**config.mk**
```make
export PLATFORM = sky130hd
export DESIGN_NAME = serial_controller
export DESIGN_NICKNAME = d
export VERILOG_FILES = /design/src/rtl/serial_controller_pkg.sv /design/src/rtl/serial_controller_rx.sv /design/src/rtl/serial_controller.sv
export SDC_FILE = /design/constraint.sdc
export NUM_CORES = 1
export LEC_CHECK = 0
export ABC_AREA = 1
export CELL_PAD_IN_SITES_DETAIL_PLACEMENT = 0
export CELL_PAD_IN_SITES_GLOBAL_PLACEMENT = 1
export CORE_ASPECT_RATIO = 1.2
export CORE_MARGIN = 2
export CORE_UTILIZATION = 40
export CTS_CLUSTER_DIAMETER = 80
export CTS_CLUSTER_SIZE = 14
export DETAILED_ROUTE_END_ITERATION = 7
export PLACE_DENSITY = 0.85
export RECOVER_POWER = 50
export SYNTH_ARGS = -nofsm -noshare
export SYNTH_HDL_FRONTEND = slang
export SYNTH_SLANG_ARGS = --single-unit
export TNS_END_PERCENT = 10
```
**constraint.sdc**
```tcl
create_clock -name clk -period 3.7 [get_ports clk]
set_input_delay 0.37 -clock clk [delete_from_list [all_inputs] [get_ports clk]]
set_output_delay 0.37 -clock clk [all_outputs]
set_load 0.02 [all_outputs]
```
**src/rtl/serial_controller_pkg.sv**
```systemverilog
// serial_controller_pkg: shared constants and UART state encodings for the serial window
//   ENABLE/DISABLE       block enable levels
//   MEM_WRITE/MEM_READ   readWrite strobe levels
//   uart_state_t         2-bit encoding shared by the TX and RX FSMs
package serial_controller_pkg;

    localparam logic ENABLE    = 1'b1;
    localparam logic DISABLE   = 1'b0;
    localparam logic MEM_WRITE = 1'b1;
    localparam logic MEM_READ  = 1'b0;

    localparam int DEFAULT_CLKS_PER_BIT = 96;

    typedef enum logic [1:0] {
        UART_IDLE  = 2'd0,
        UART_START = 2'd1,
        UART_DATA  = 2'd2,
        UART_STOP  = 2'd3
    } uart_state_t;

endpackage

```
**src/rtl/serial_controller_rx.sv**
```systemverilog
// uart_rx_core: 8N1 receiver with 2-flop input synchroniser
//   clk, rst   system clock, async active-low reset
//   i_rxd      raw serial input
//   o_byte     last assembled byte (LSB first)
//   o_valid    one-cycle pulse when a frame with a good stop bit completes
module uart_rx_core
    import serial_controller_pkg::*;
#(
    parameter int CLKS_PER_BIT = DEFAULT_CLKS_PER_BIT,
    parameter int CNT_W        = 8
)(
    input  logic       clk,
    input  logic       rst,
    input  logic       i_rxd,
    output logic [7:0] o_byte,
    output logic       o_valid
);

    localparam logic [CNT_W-1:0] LAST = CNT_W'(CLKS_PER_BIT - 1);
    localparam logic [CNT_W-1:0] MID  = CNT_W'(CLKS_PER_BIT / 2 - 1);

    logic             r_sync1, r_sync2;
    uart_state_t      r_state, w_state_nxt;
    logic [CNT_W-1:0] r_cnt, w_cnt_nxt;
    logic [2:0]       r_idx, w_idx_nxt;
    logic [7:0]       r_shift, w_shift_nxt;

    always_ff @(posedge clk or negedge rst) begin
        if (!rst) begin
            r_sync1 <= 1'b1;
            r_sync2 <= 1'b1;
            r_state <= UART_IDLE;
            r_cnt   <= '0;
            r_idx   <= '0;
            r_shift <= '0;
        end else begin
            r_sync1 <= i_rxd;
            r_sync2 <= r_sync1;
            r_state <= w_state_nxt;
            r_cnt   <= w_cnt_nxt;
            r_idx   <= w_idx_nxt;
            r_shift <= w_shift_nxt;
        end
    end

    // START waits half a bit so every later sample lands one full bit apart at bit centres;
    // STOP drops straight back to IDLE after its centre sample to catch a back-to-back start bit.
    always_comb begin
        w_state_nxt = r_state;
        w_cnt_nxt   = r_cnt + 1'b1;
        w_idx_nxt   = r_idx;
        w_shift_nxt = r_shift;
        o_valid     = 1'b0;
        case (r_state)
            UART_IDLE: begin
                w_cnt_nxt = '0;
                if (!r_sync2) w_state_nxt = UART_START;
            end
            UART_START: if (r_cnt == MID) begin
                w_cnt_nxt   = '0;
                w_idx_nxt   = '0;
                w_state_nxt = r_sync2 ? UART_IDLE : UART_DATA;
            end
            UART_DATA: if (r_cnt == LAST) begin
                w_cnt_nxt   = '0;
                w_shift_nxt = {r_sync2, r_shift[7:1]};
                w_idx_nxt   = r_idx + 1'b1;
                if (r_idx == 3'd7) w_state_nxt = UART_STOP;
            end
            UART_STOP: if (r_cnt == LAST) begin
                w_cnt_nxt   = '0;
                o_valid     = r_sync2;
                w_state_nxt = UART_IDLE;
            end
            default: w_state_nxt = UART_IDLE;
        endcase
    end

    assign o_byte = r_shift;

endmodule

```
**src/rtl/serial_controller.sv**
```systemverilog
// serial_controller: memory-mapped 8N1 UART responder for the MMU serial window
//   clk, rst                  system clock, async active-low reset
//   serial_enable_i           block enable (strobes ignored when low)
//   serial_readWrite_i        1 = write, 0 = read
//   serial_dataWrite_i        byte to transmit
//   serial_fetch_data_i       CPU reading the data port
//   serial_dataRead_o         receive buffer
//   serial_sendComplete_o     transmitter idle
//   serial_receiveComplete_o  unread byte in buffer
//   uart_rxd, uart_txd        UART pins
module serial_controller
    import serial_controller_pkg::*;
#(
    parameter int CLKS_PER_BIT = DEFAULT_CLKS_PER_BIT,
    parameter int CNT_W        = 8
)(
    input  logic       clk,
    input  logic       rst,
    input  logic       serial_enable_i,
    input  logic       serial_readWrite_i,
    input  logic [7:0] serial_dataWrite_i,
    input  logic       serial_fetch_data_i,
    output logic [7:0] serial_dataRead_o,
    output logic       serial_sendComplete_o,
    output logic       serial_receiveComplete_o,
    input  logic       uart_rxd,
    output logic       uart_txd
);

    localparam logic [CNT_W-1:0] LAST = CNT_W'(CLKS_PER_BIT - 1);

    logic             r_rw_q, r_fetch_q;
    logic             w_wr_pulse, w_rd_pulse;
    uart_state_t      r_tx_state, w_tx_state_nxt;
    logic [CNT_W-1:0] r_tx_cnt, w_tx_cnt_nxt;
    logic [2:0]       r_tx_idx, w_tx_idx_nxt;
    logic [7:0]       r_tx_data, w_tx_data_nxt;
    logic             r_txd, w_txd_nxt, w_tx_last;
    logic [7:0]       r_buf, w_rx_byte;
    logic             r_flag, w_rx_valid;

    // The MMU holds its strobes across stalls, so only the rising edge counts as an access.
    assign w_wr_pulse = (serial_enable_i == ENABLE) && (serial_readWrite_i == MEM_WRITE) && (r_rw_q != MEM_WRITE);
    assign w_rd_pulse = (serial_enable_i != DISABLE) && serial_fetch_data_i && !r_fetch_q;

    always_comb begin
        w_tx_last      = r_tx_cnt == LAST;
        w_tx_state_nxt = r_tx_state;
        w_tx_cnt_nxt   = w_tx_last ? '0 : r_tx_cnt + 1'b1;
        w_tx_idx_nxt   = r_tx_idx;
        w_tx_data_nxt  = r_tx_data;
        case (r_tx_state)
            UART_IDLE: begin
                w_tx_cnt_nxt = '0;
                if (w_wr_pulse) begin
                    w_tx_state_nxt = UART_START;
                    w_tx_data_nxt  = serial_dataWrite_i;
                end
            end
            UART_START: if (w_tx_last) begin
                w_tx_state_nxt = UART_DATA;
                w_tx_idx_nxt   = '0;
            end
            UART_DATA: if (w_tx_last) begin
                w_tx_idx_nxt = r_tx_idx + 1'b1;
                if (r_tx_idx == 3'd7) w_tx_state_nxt = UART_STOP;
            end
            UART_STOP: if (w_tx_last) w_tx_state_nxt = UART_IDLE;
            default: w_tx_state_nxt = UART_IDLE;
        endcase
        // txd is registered from the next state so the pin never glitches on state decode.
        w_txd_nxt = w_tx_state_nxt == UART_START ? 1'b0 :
                    w_tx_state_nxt == UART_DATA  ? w_tx_data_nxt[w_tx_idx_nxt] : 1'b1;
    end

    always_ff @(posedge clk or negedge rst) begin
        if (!rst) begin
            r_rw_q     <= MEM_READ;
            r_fetch_q  <= 1'b0;
            r_tx_state <= UART_IDLE;
            r_tx_cnt   <= '0;
            r_tx_idx   <= '0;
            r_tx_data  <= '0;
            r_txd      <= 1'b1;
            r_buf      <= '0;
            r_flag     <= 1'b0;
        end else begin
            r_rw_q     <= serial_readWrite_i;
            r_fetch_q  <= serial_fetch_data_i;
            r_tx_state <= w_tx_state_nxt;
            r_tx_cnt   <= w_tx_cnt_nxt;
            r_tx_idx   <= w_tx_idx_nxt;
            r_tx_data  <= w_tx_data_nxt;
            r_txd      <= w_txd_nxt;
            r_buf      <= w_rx_valid ? w_rx_byte : r_buf;
            // A new byte wins over a same-cycle read; overrun silently overwrites.
            r_flag     <= w_rx_valid || (r_flag && !w_rd_pulse);
        end
    end

    uart_rx_core #(
        .CLKS_PER_BIT(CLKS_PER_BIT),
        .CNT_W       (CNT_W)
    ) u_rx (
        .clk    (clk),
        .rst    (rst),
        .i_rxd  (uart_rxd),
        .o_byte (w_rx_byte),
        .o_valid(w_rx_valid)
    );

    assign uart_txd                 = r_txd;
    assign serial_sendComplete_o    = r_tx_state == UART_IDLE;
    assign serial_receiveComplete_o = r_flag;
    assign serial_dataRead_o        = r_buf;

endmodule

```
**Yosys cells after proc, flatten, opt, wreduce, memory -nomap -nowiden**

Index checks and enable logic that the tools add are counted.

- Memory bits (writable): 0
- Output and inout bits: 11
- ROM bits: 0
- Memories kept: 0
- Latch bits: 0
- Register bits after elaboration: 56

- Muxes and demuxes: 32
- Order comparisons: 1
- Add/sub/neg operators: 4
- Div/mod/pow operators: 0
- Multipliers: 0
- Equal/unequal tests: 18
- Shift-type cells: 0
- Bitwise gates (word level): 1
- Reductions and logical operators: 15

Operators by type and width:

| operator | number |
|---|---|
| $mux 8 | 6 |
| $pmux 8 s3 | 1 |
| $mux 2 | 11 |
| $add 8x1->8 const B | 2 |
| $eq 8x7->1 const B | 2 |
| $pmux 2 s4 | 2 |
| $mux 3 | 4 |
| $pmux 3 s2 | 2 |
| $eq 2x2->1 const B | 5 |
| $eq 8x6->1 const B | 1 |
| $ne 2x1->1 const B | 4 |
| $add 3x1->3 const B | 2 |
| $eq 2x1->1 const B | 3 |
| $eq 3x3->1 const B | 2 |
| $logic_and 1x1->1 | 5 |
| $mux 1 | 5 |
| $reduce_and 5->1 | 1 |
| $logic_not 2->1 | 2 |
| $lt 3x4->1 const B | 1 |
| $bmux 1 s3 | 1 |
| $reduce_and 3->1 | 1 |
| $logic_not 1->1 | 2 |
| $ne 2x2->1 const B | 1 |
| $reduce_and 2->1 | 1 |
| 4 further kinds | 4 |

**Logic depth before layout (Yosys ltp)**

Gate-level depths: netlist (run 1).

- Depth in word-level cells: 8
- Depth in mapped cells: 17
- Gate-level depth less buffers: 17

**Modules after synthesis**

From an unflattened synthesis (run 1), not the netlist that was laid out.

- Cells, all modules: 334
- Area, all modules: 2831.5 um^2

Modules (own cells, without submodules):

| module | area an instance (um^2) | instances | cells an instance |
|---|---|---|---|
| serial_controller | 1701.6 | 1 | 212 |
| uart_rx_core | 1129.8 | 1 | 122 |

**Least setup slack after synthesis (run 1)**

No wires, ideal clock.

- Kind: reg2reg
- Start point: reg r_tx_cnt[0]
- End point: reg r_txd (netlist: uart_txd)
- Slack: 1.767 ns
- Clock period less this slack: 1.933 ns
- Stages on the path, launching flop included: 18
- Arrival: 1.866 ns
- Cell sequence: dfrtp_1 ha_1 nand2_1 nor2_4 nand2_4 ha_1 inv_1 nand2_1 nand3_1 nand2_1 inv_1 nand2_1 nand2_1 nand3_1 nand2_1 nor2_1 nor2_1 nor2_1

- Cells in the longest elaborated chain, start to end: 7
- Elaborated cells on any way between the ends: 14

Ends and longest elaborated chain:

| item | RTL line | source |
|---|---|---|
| start: declaration | serial_controller.sv:35 | `logic [CNT_W-1:0] r_tx_cnt, w_tx_cnt_nxt;` |
| start signal: assignment | serial_controller.sv:91 | `r_tx_cnt <= w_tx_cnt_nxt;` |
| $eq 8x7->1 * | serial_controller.sv:47 | `w_tx_last = r_tx_cnt == LAST;` |
| $mux 3 (on tied branches) | serial_controller.sv:64, serial_controller.sv:60 |  |
| $pmux 3 s2 * | serial_controller.sv:52 | `case (r_tx_state)` |
| via w_tx_idx_nxt[0] | serial_controller.sv:36 | `logic [2:0] r_tx_idx, w_tx_idx_nxt;` |
| $bmux 1 s3 * | serial_controller.sv:73 | `w_tx_state_nxt == UART_DATA ? w_tx_data_nxt[w_tx_idx_nxt] : 1'b1;` |
| $mux 1 (not written as such) * | serial_controller.sv:73 |  |
| $mux 1 * | serial_controller.sv:73 |  |
| $mux 1 * | serial_controller.sv:72 | `w_txd_nxt = w_tx_state_nxt == UART_START ? 1'b0 :` |
| via w_txd_nxt | serial_controller.sv:38 | `logic r_txd, w_txd_nxt, w_tx_last;` |
| end signal: assignment | serial_controller.sv:94 | `r_txd <= w_txd_nxt;` |
| end: declaration | serial_controller.sv:38 |  |

The timed path passes the listed nets; every way through them passes the cells marked *. The select of a mux whose other input is x is not followed.
A chain may end at the register's enable or synchronous reset.

**Final worst setup path (run 1)**

- Start point: reg r_tx_state[0]
- End point: out serial_sendComplete_o

- Cells in the longest elaborated chain, start to end: 1

Ends and longest elaborated chain:

| item | RTL line | source |
|---|---|---|
| start: declaration | serial_controller.sv:34 | `uart_state_t r_tx_state, w_tx_state_nxt;` |
| start signal: assignment | serial_controller.sv:90 | `r_tx_state <= w_tx_state_nxt;` |
| $logic_not 2->1 | serial_controller.sv:113 | `assign serial_sendComplete_o = r_tx_state == UART_IDLE;` |
| end: declaration | serial_controller.sv:24 | `output logic serial_sendComplete_o,` |

No other way between the ends.

==> impl_summary.md, run 1 <==
Clock network
For the worst-skew pair, the clock arrives at the later sink with an insertion delay of 320 ps. The clock tree from TritonCTS is done. The clock drives between 50 and 60 sinks. In this run, CTS created clock tree buffers numbering 5.

The tree is rooted in a clkbuf_8. The number of H-tree levels is 2. Once the clock tree was built, the setup fixing pass inserted 0 buffers. The number of hold buffers added after cts is 1. The register clock-pin slew on the reported worst setup and hold paths is 110 ps. In this run the deepest clock path goes through 2 buffers. The number of gates given a new drive strength after cts is 0.

Run status
The flow ran to the end, and the final reports show no timing, DRC or antenna violations.

Finish
The number of antenna diodes in the final layout is 0. In the layout the commonest cells are nand2_1, dfrtp_1, inv_1. The library cell used most frequently in the layout, excluding fill and tap cells, is nand2_1. The signed area change from the synthesized netlist to the final layout is 14.9%. The fraction of layout instances using a drive strength above 1 is 12.4%. After the last flow step, the layout net total stands at 371.

Detailed routing
In the routed layout, each cell is associated on average with a via count of 4.65. After detailed routing, the total wire length is 4930 µm. In the final routed layout, each cell accounts on average for roughly 11 µm. The post-detailed-route count of antenna-violating nets is 0. In the routed design, unresolved DRC markers number 0. Across all layers, the routed design uses around 2000 vias.

The first detailed-routing pass ran for 5 iterations. After the first detailed-routing iteration, the DRC count stood at 162.

Global routing
The remaining global-route overflow is 0. The initial antenna violation count came to 0. The global-route wire length before repair is 8900 µm.

The number of global-route vias before repair is 2011. For this run, the total global-route usage over all layers was measured as 14.7%. Entering global routing, the biggest net connects 38 pins.

Power and ir drop
The power density over the cells is 315 nW/µm². The maximum vdd ir drop is 0.208 mV. In this run the static leakage power is 1.56 nW. The total chip power is 0.00101 W.

STA
The slew of the pin with the lowest slew margin is 1070 ps. The smallest hold slack is 370 ps. The clock arrives with 18.9 ps of skew. The worst pin sits at a relative slew slack of 28.7%. Setup violations remaining at the end of the flow were counted as 0. Timing would allow up to 0.416 GHz. The total negative slack for setup checks is 0 ps.

The final number of max-transition violations is 0. Setup repair after global routing left no endpoint under its margin. Once routing completed, OpenROAD measured the worst setup slack at 1300 ps.

The smallest clock period supported by the final layout is computed as 2400 ps. The share of the clock period used by the worst path after layout is 65.0%. The hold violation count in the final report is 0.

Critical path
The launch point of the worst reg-to-reg path is r_tx_cnt[0]. The reg-to-reg critical path endpoint is uart_txd. The minimum setup slack among reg-to-reg paths is 1580 ps. The critical path arrival is 2030 ps. The number of cells on the worst reg-to-reg path is 17. The maximum fanout along the worst path is 13. The signal on the critical path passes through inv_1, ha_1, clkdlybuf4s50_1. The required time at the endpoint of the critical path is approximately 3300 ps. The critical path is of the flop to primary output type.

The element type at the critical path end is a primary output. The largest individual stage delay along the critical path comes from the cell clkdlybuf4s50_1. The kind of launch point of the worst setup path is a flop. The largest stage delay on the critical path is 700 ps.

Yosys
The Yosys step of the flow raised 0 warnings. The most used flip-flop cell after synthesis is dfrtp_1. The number of nets produced by synthesis is 342. The number of enable flip-flop cells after synthesis is 0.

The async set-or-reset flop fraction in the synthesized netlist is 100%. The sequential area share after synthesis is between 50% and 60%. The cell area that synthesis handed to floorplanning was 2780 µm². Counting flops and latches in the post-synthesis netlist gives 56. In this run the mean area of a mapped cell was 8.78 µm².

The number of distinct library cell variants in the gate-level netlist after synthesis is 37. By area the synthesized netlist is led by dfrtp_1, nand2_1, inv_1. In this run the biggest area consumer among cell types represents 47.6% of the synthesized area. The biggest area consumer among synthesized cells is dfrtp_1.

The count of mapped cells out of synthesis is about 320.

Die
The height of the die is ~95 µm. The die covers 7650 µm². For this configuration, the core starts out at a cell density of 41.1%. In this run the horizontal extent of the chip is 80.2 µm. The core area is about 6800 µm².

In this run the core area contains 33 standard-cell rows. In this run the count of I/O pins placed on the die edge is 25.

Placement
The number of I/O port buffers is 24. Routability-driven placement finished with a final weighted congestion of 0.826. The worst slack after detailed placement is 1560 ps.

The half-perimeter wire length of the detailed placement result is 3710 µm.

Hold path
The kind of path behind the tightest hold check is flop to flop. The startpoint of the most critical hold path is u_rx.r_sync1. Along the worst hold path, the cell count comes to 0. The destination of the worst hold path is u_rx.r_sync2.

Flow run
Across the run, the number of max-cap violations was 0.
[area by class of cell]
| cell class | count | area, µm² |
|---|---|---|
| fill | 675 | 3570 |
| sequential | 56 | 1410 |
| multi-input combinational | 207 | 1150 |
| timing repair buffer | 26 | 249 |
| inverter | 50 | 189 |
| tap | 87 | 109 |
| clock buffer | 5 | 68.8 |
| clock inverter | 3 | 27.5 |
[worst max path at each step]
stage                     slack [ps]  depth (start not counted)               endpoint          start
after floorplan                 1770                         17               uart_txd    r_tx_cnt[0]
after CTS                       1270                          3  serial_sendComplete_o  r_tx_state[0]
after global placement          1640                         17               uart_txd    r_tx_cnt[0]
after global routing            1090                          3            r_tx_cnt[1]            rst
final                           1300                          3  serial_sendComplete_o  r_tx_state[0]
after detailed placement        1560                         17               uart_txd    r_tx_cnt[0]
[critical path, delay by kind of cell, from the launching register on]
kind	cells	cell delay [ps]
buffers and inverters	2	820
adders and majority gates	1	480
DFF	1	430
[per-stage QoR]
step / std cells / cell area [µm²] / utilization, %
5_1_grt: 434 / 3200 / 47.2
2_1_floorplan: 317 / 2780 / -
3_3_place_gp: 425 / 3110 / 45.9
4_1_cts: 434 / 3220 / 47.5
3_5_place_dp: 425 / 3110 / 45.9
6_report: 434 / 3200 / 47.2
[cells in the mapped netlist, types with 2 or more instances]
| cell type | number |
|---|---|
| xor2_1 | 2 |
| o21ai_0 | 12 |
| nand4_1 | 4 |
| a21oi_1 | 6 |
| nor2_1 | 22 |
| o21ai_2 | 8 |
| o21ai_1 | 4 |
| buf_2 | 2 |
| ha_1 | 11 |
| dfstp_2 | 3 |
| nand2_1 | 76 |
| nor2_4 | 5 |
| dfrtp_1 | 53 |
| nor2_2 | 3 |
| nand3_1 | 23 |
| nor3_1 | 6 |
| nand2_2 | 10 |
| inv_1 | 48 |
[sequential cells by signal, summed over array words and instances (netlist names), named ones only]
name and cells:
uart_txd 1, u_rx.r_sync1 1, u_rx.o_byte 8, r_fetch_q 1, r_tx_idx 3, u_rx.r_sync2 1
u_rx.r_idx 3, u_rx.r_cnt 8, u_rx.r_state 1, serial_receiveComplete_o 1, serial_dataRead_o 8, r_rw_q 1
r_tx_data 8, r_tx_cnt 8, r_tx_state 2
[routing by layer]
layer	global-route usage [%]	up-vias	routed length, µm
met5	0	-	0
met4	5.08	0	65
met3	3.03	5	136
met2	25.3	29	2390
met1	18.4	927	2340
li1	-	1055	-
[power by group]
| group | switching (W) | internal [W] |
|---|---|---|
| registers | 0.00000225 | 0.000615 |
| logic | 0.0000224 | 0.0000149 |
| clock network | 0.000214 | 0.000140 |
[kinds of logic (layout without fill, tap and decap cells)]
logic type | count (synthesis) | count (layout) | share of synthesized area (%)
adders and majority gates | 11 | 11 | 4.94
AOI/OAI and AO/OA | 33 | 33 | 7.42
DFF | 56 | 56 | 50.5
xor gates and xnor gates | 3 | 3 | 0.944
buffers and inverters | 54 | 84 | 7.68
and+or+nand+nor | 160 | 160 | 28.5
(Power assumes the default switching activity.)
==> run 2, diff against run 1 <==
clock period = 2.3 ns   (was 3.7 ns; I/O delays follow)
==> run 2 against run 1 <==
  * Combinational power rose by 71%
  * Global-route usage grew 0.31 points
  * Die area stayed put
  * The flow now finishes with violations (capacitance limit, slew limit)
  * Total power rose by 59%
==> impl_summary.md, run 2 (synthesis results as in run 1) <==
Run status
The flow ran to the end, but the final reports show violations. The checks that failed: capacitance limit, slew limit.

STA
Setup repair after global routing left no endpoint under its margin. The slew of the pin with the lowest slew margin came to 1680 ps (+615 ps). The total negative slack for setup checks is 0 ps (unchanged).

The final number of max-transition violations is 28 (+28). The fmax is 0.483 GHz. The share of the clock period used by the worst path after layout is 90.1%. The shortest clock period the worst path allows after layout is 2070 ps.

The number of setup violations in the final report is 0 (unchanged). The hold violation count in the final report is 0 (unchanged). The relative slew slack was -12.3% (-41 points). The clock skew is 9.83 ps (-9.09 ps).

Finish
The final antenna diode count came to 0 (unchanged). In the layout the commonest cells are nand2_1, dfrtp_1, inv_1. Leaving out fill and tap cells, the most frequent cell in the layout is nand2_1. The final net count is 375 (+1.1%). The fraction of layout instances using a drive strength above 1 is 14.2% (+1.9 points). The signed area change from the synthesized netlist to the final layout is 16.6%.

Clock network
The clock latency of the later-clocked register in the worst-skew pair came to 310 ps (about the same). The cell sitting at the root of the clock tree is a clkbuf_8. The clock tree from TritonCTS is done.

The clock net sink count is 56 (unchanged). The maximum number of buffers from clock root to sink was 2 (unchanged). The register clock-pin slew on the reported worst setup and hold paths came to 100 ps (about the same).

The number of H-tree levels came to 2 (unchanged). The number of CTS-inserted buffers is 5 (unchanged).

Critical path
The depth of the most critical reg-to-reg path was 17 (unchanged). The element type at the critical path end is a flop. The instance count on the critical path is 17 (+14). The critical path arrival was 2330 ps (+300 ps). The required time at the endpoint of the critical path is 2560 ps (-770 ps). In this run the worst setup path begins at r_tx_cnt[0]. The end point of the critical path is uart_txd. The combined buffer and inverter count along the critical path came to 2 (unchanged). The largest stage delay on the critical path is 380 ps (-320 ps). Broken down by cell family, the worst path's largest delay share belongs to simple AND/OR/NAND/NOR gates.

The launch point of the worst reg-to-reg path is r_tx_cnt[0]. The endpoint identified for the worst register-to-register timing path is uart_txd. Traced cell by cell, the critical path runs through ha_1, nand2_1, nor2_4, nand2_4, ha_1, inv_1, nand2_1, nand3_1, nand2_2, inv_2, nand2_1, nand2_1, nand3_1, nand2_1, nor2_1, nor2_1, nor2_1.

The worst-path cell with the longest stage delay is dfrtp_1. The setup path with the least slack is of type flop to flop. The maximum fanout along the worst path is 6 (-7). The minimum setup slack among reg-to-reg paths came to 230 ps (-1350 ps). In this design, the critical path's most frequently occurring cell is nand2_1.

STA classifies the critical path startpoint as a flop.

Die
The initial standard-cell utilization of the core is 41.1% (unchanged). The number of rows created at floorplan is 33 (unchanged). The height of the die came to 95.4 µm (unchanged). The core area is 6770 µm² (unchanged). The overall die width came to 80.2 µm (unchanged). The area of the die is 7650 µm² (unchanged).

The number of top-level pins is 25 (unchanged).

Detailed routing
The remaining design rule violation count is 0 (unchanged). The number of design-rule violations left by the first detailed-router iteration is 122 (-25%). The final wirelength is 4980 µm (+1.0%). The post-detailed-route count of antenna-violating nets was 0 (unchanged). The number of vias per cell after detailed routing is 4.70 (+1.2%). The number of optimization iterations in the first detailed-route pass came to 5 (unchanged). The average wire length per cell after detail routing is 11.4 µm (+0.11%). The routed via count came to 2058 (+2.1%).

Hold path
The kind of path behind the tightest hold check is flop to flop. The startpoint of the most critical hold path is u_rx.r_sync1.

Global routing
The overall routing resource usage is 15.0% (+0.31 points). The number of global-route vias before repair is 2123 (+5.6%). The maximum number of pins on one net before global-route repair was 30 (-21%).

The initial antenna violation count is 0 (unchanged). The global-route wire length before repair is 9080 µm (+2.0%). The remaining global-route overflow is 0 (unchanged).

Flow run
The number of max-cap violations came to 1 (+1).

Power and ir drop
The power density over the cells is 493 nW/µm² (+56%). The total chip power is 0.00160 W (+59%). The reported leakage power is 1.58 nW (+1.4%). The maximum vdd ir drop is 0.261 mV (+25%).

Placement
The final RePlAce weighted congestion is 0.808 (-2.2%). The half-perimeter wire length of the detailed placement result was 3710 µm (about the same). The number of I/O port buffers is 24 (unchanged).
## run 2: cell count changes in the layout (fill, tap and decap cells not counted), sizes merged
cell	change
buf	+5
clkbuf	-1
## run 2: repair_timing
action                                  4_1_cts  5_1_grt
hold endpoints to repair                     25        0
gates resized for setup                       0        2
hold buffers                                  1        0
buffers inserted                              0        3
endpoints found under the setup margin        0        1
## run 2: worst min-delay path by stage
stage	end	slack, ps	depth (start not counted)
2_1_floorplan	async pin	-70	0
3_3_place_gp	u_rx.r_cnt[7]	300	1
3_5_place_dp	u_rx.r_cnt[6]	320	1
4_1_cts	u_rx.r_sync1	330	1
5_1_grt	u_rx.r_sync2	380	0
6_report	u_rx.r_sync2	370	0
## run 2: power breakdown
part           internal, W  total (W)  switching, W
Clock             0.000217   0.000544      0.000327
Combinational    0.0000269  0.0000638     0.0000368
Sequential        0.000990   0.000993    0.00000368
## run 2: stage by stage
step | instance area [µm²] | instances | utilization (%) | hold slack, ps | worst slack, ps
after floorplan | 2780 | 317 | - | -65.6 | 367
after global placement | 3130 | 426 | 46.2 | 300 | 257
after detailed placement | 3130 | 426 | 46.2 | 315 | 158
after CTS | 3230 | 435 | 47.7 | 327 | 145
after global routing | 3250 | 438 | 47.9 | 377 | 3.43
final | 3250 | 438 | 47.9 | 371 | 228
## run 2: per-layer routing
| layer | routed length [µm] | vias to the layer above | GRT usage, % |
|---|---|---|---|
| met3 | 191 | 7 | 3.50 |
| met4 | 91 | 0 | 5.65 |
| met1 | 2250 | 951 | 18.3 |
| met2 | 2450 | 30 | 25.8 |
| met5 | 0 | - | 0 |
| li1 | - | 1070 | - |
## run 2: final cells by class
class | count | area [µm²]
tap | 87 | 109
inverter | 50 | 189
timing repair buffer | 30 | 294
clock buffer | 5 | 68.8
fill | 658 | 3520
multi-input combinational | 207 | 1160
sequential | 56 | 1410
clock inverter | 3 | 21.3
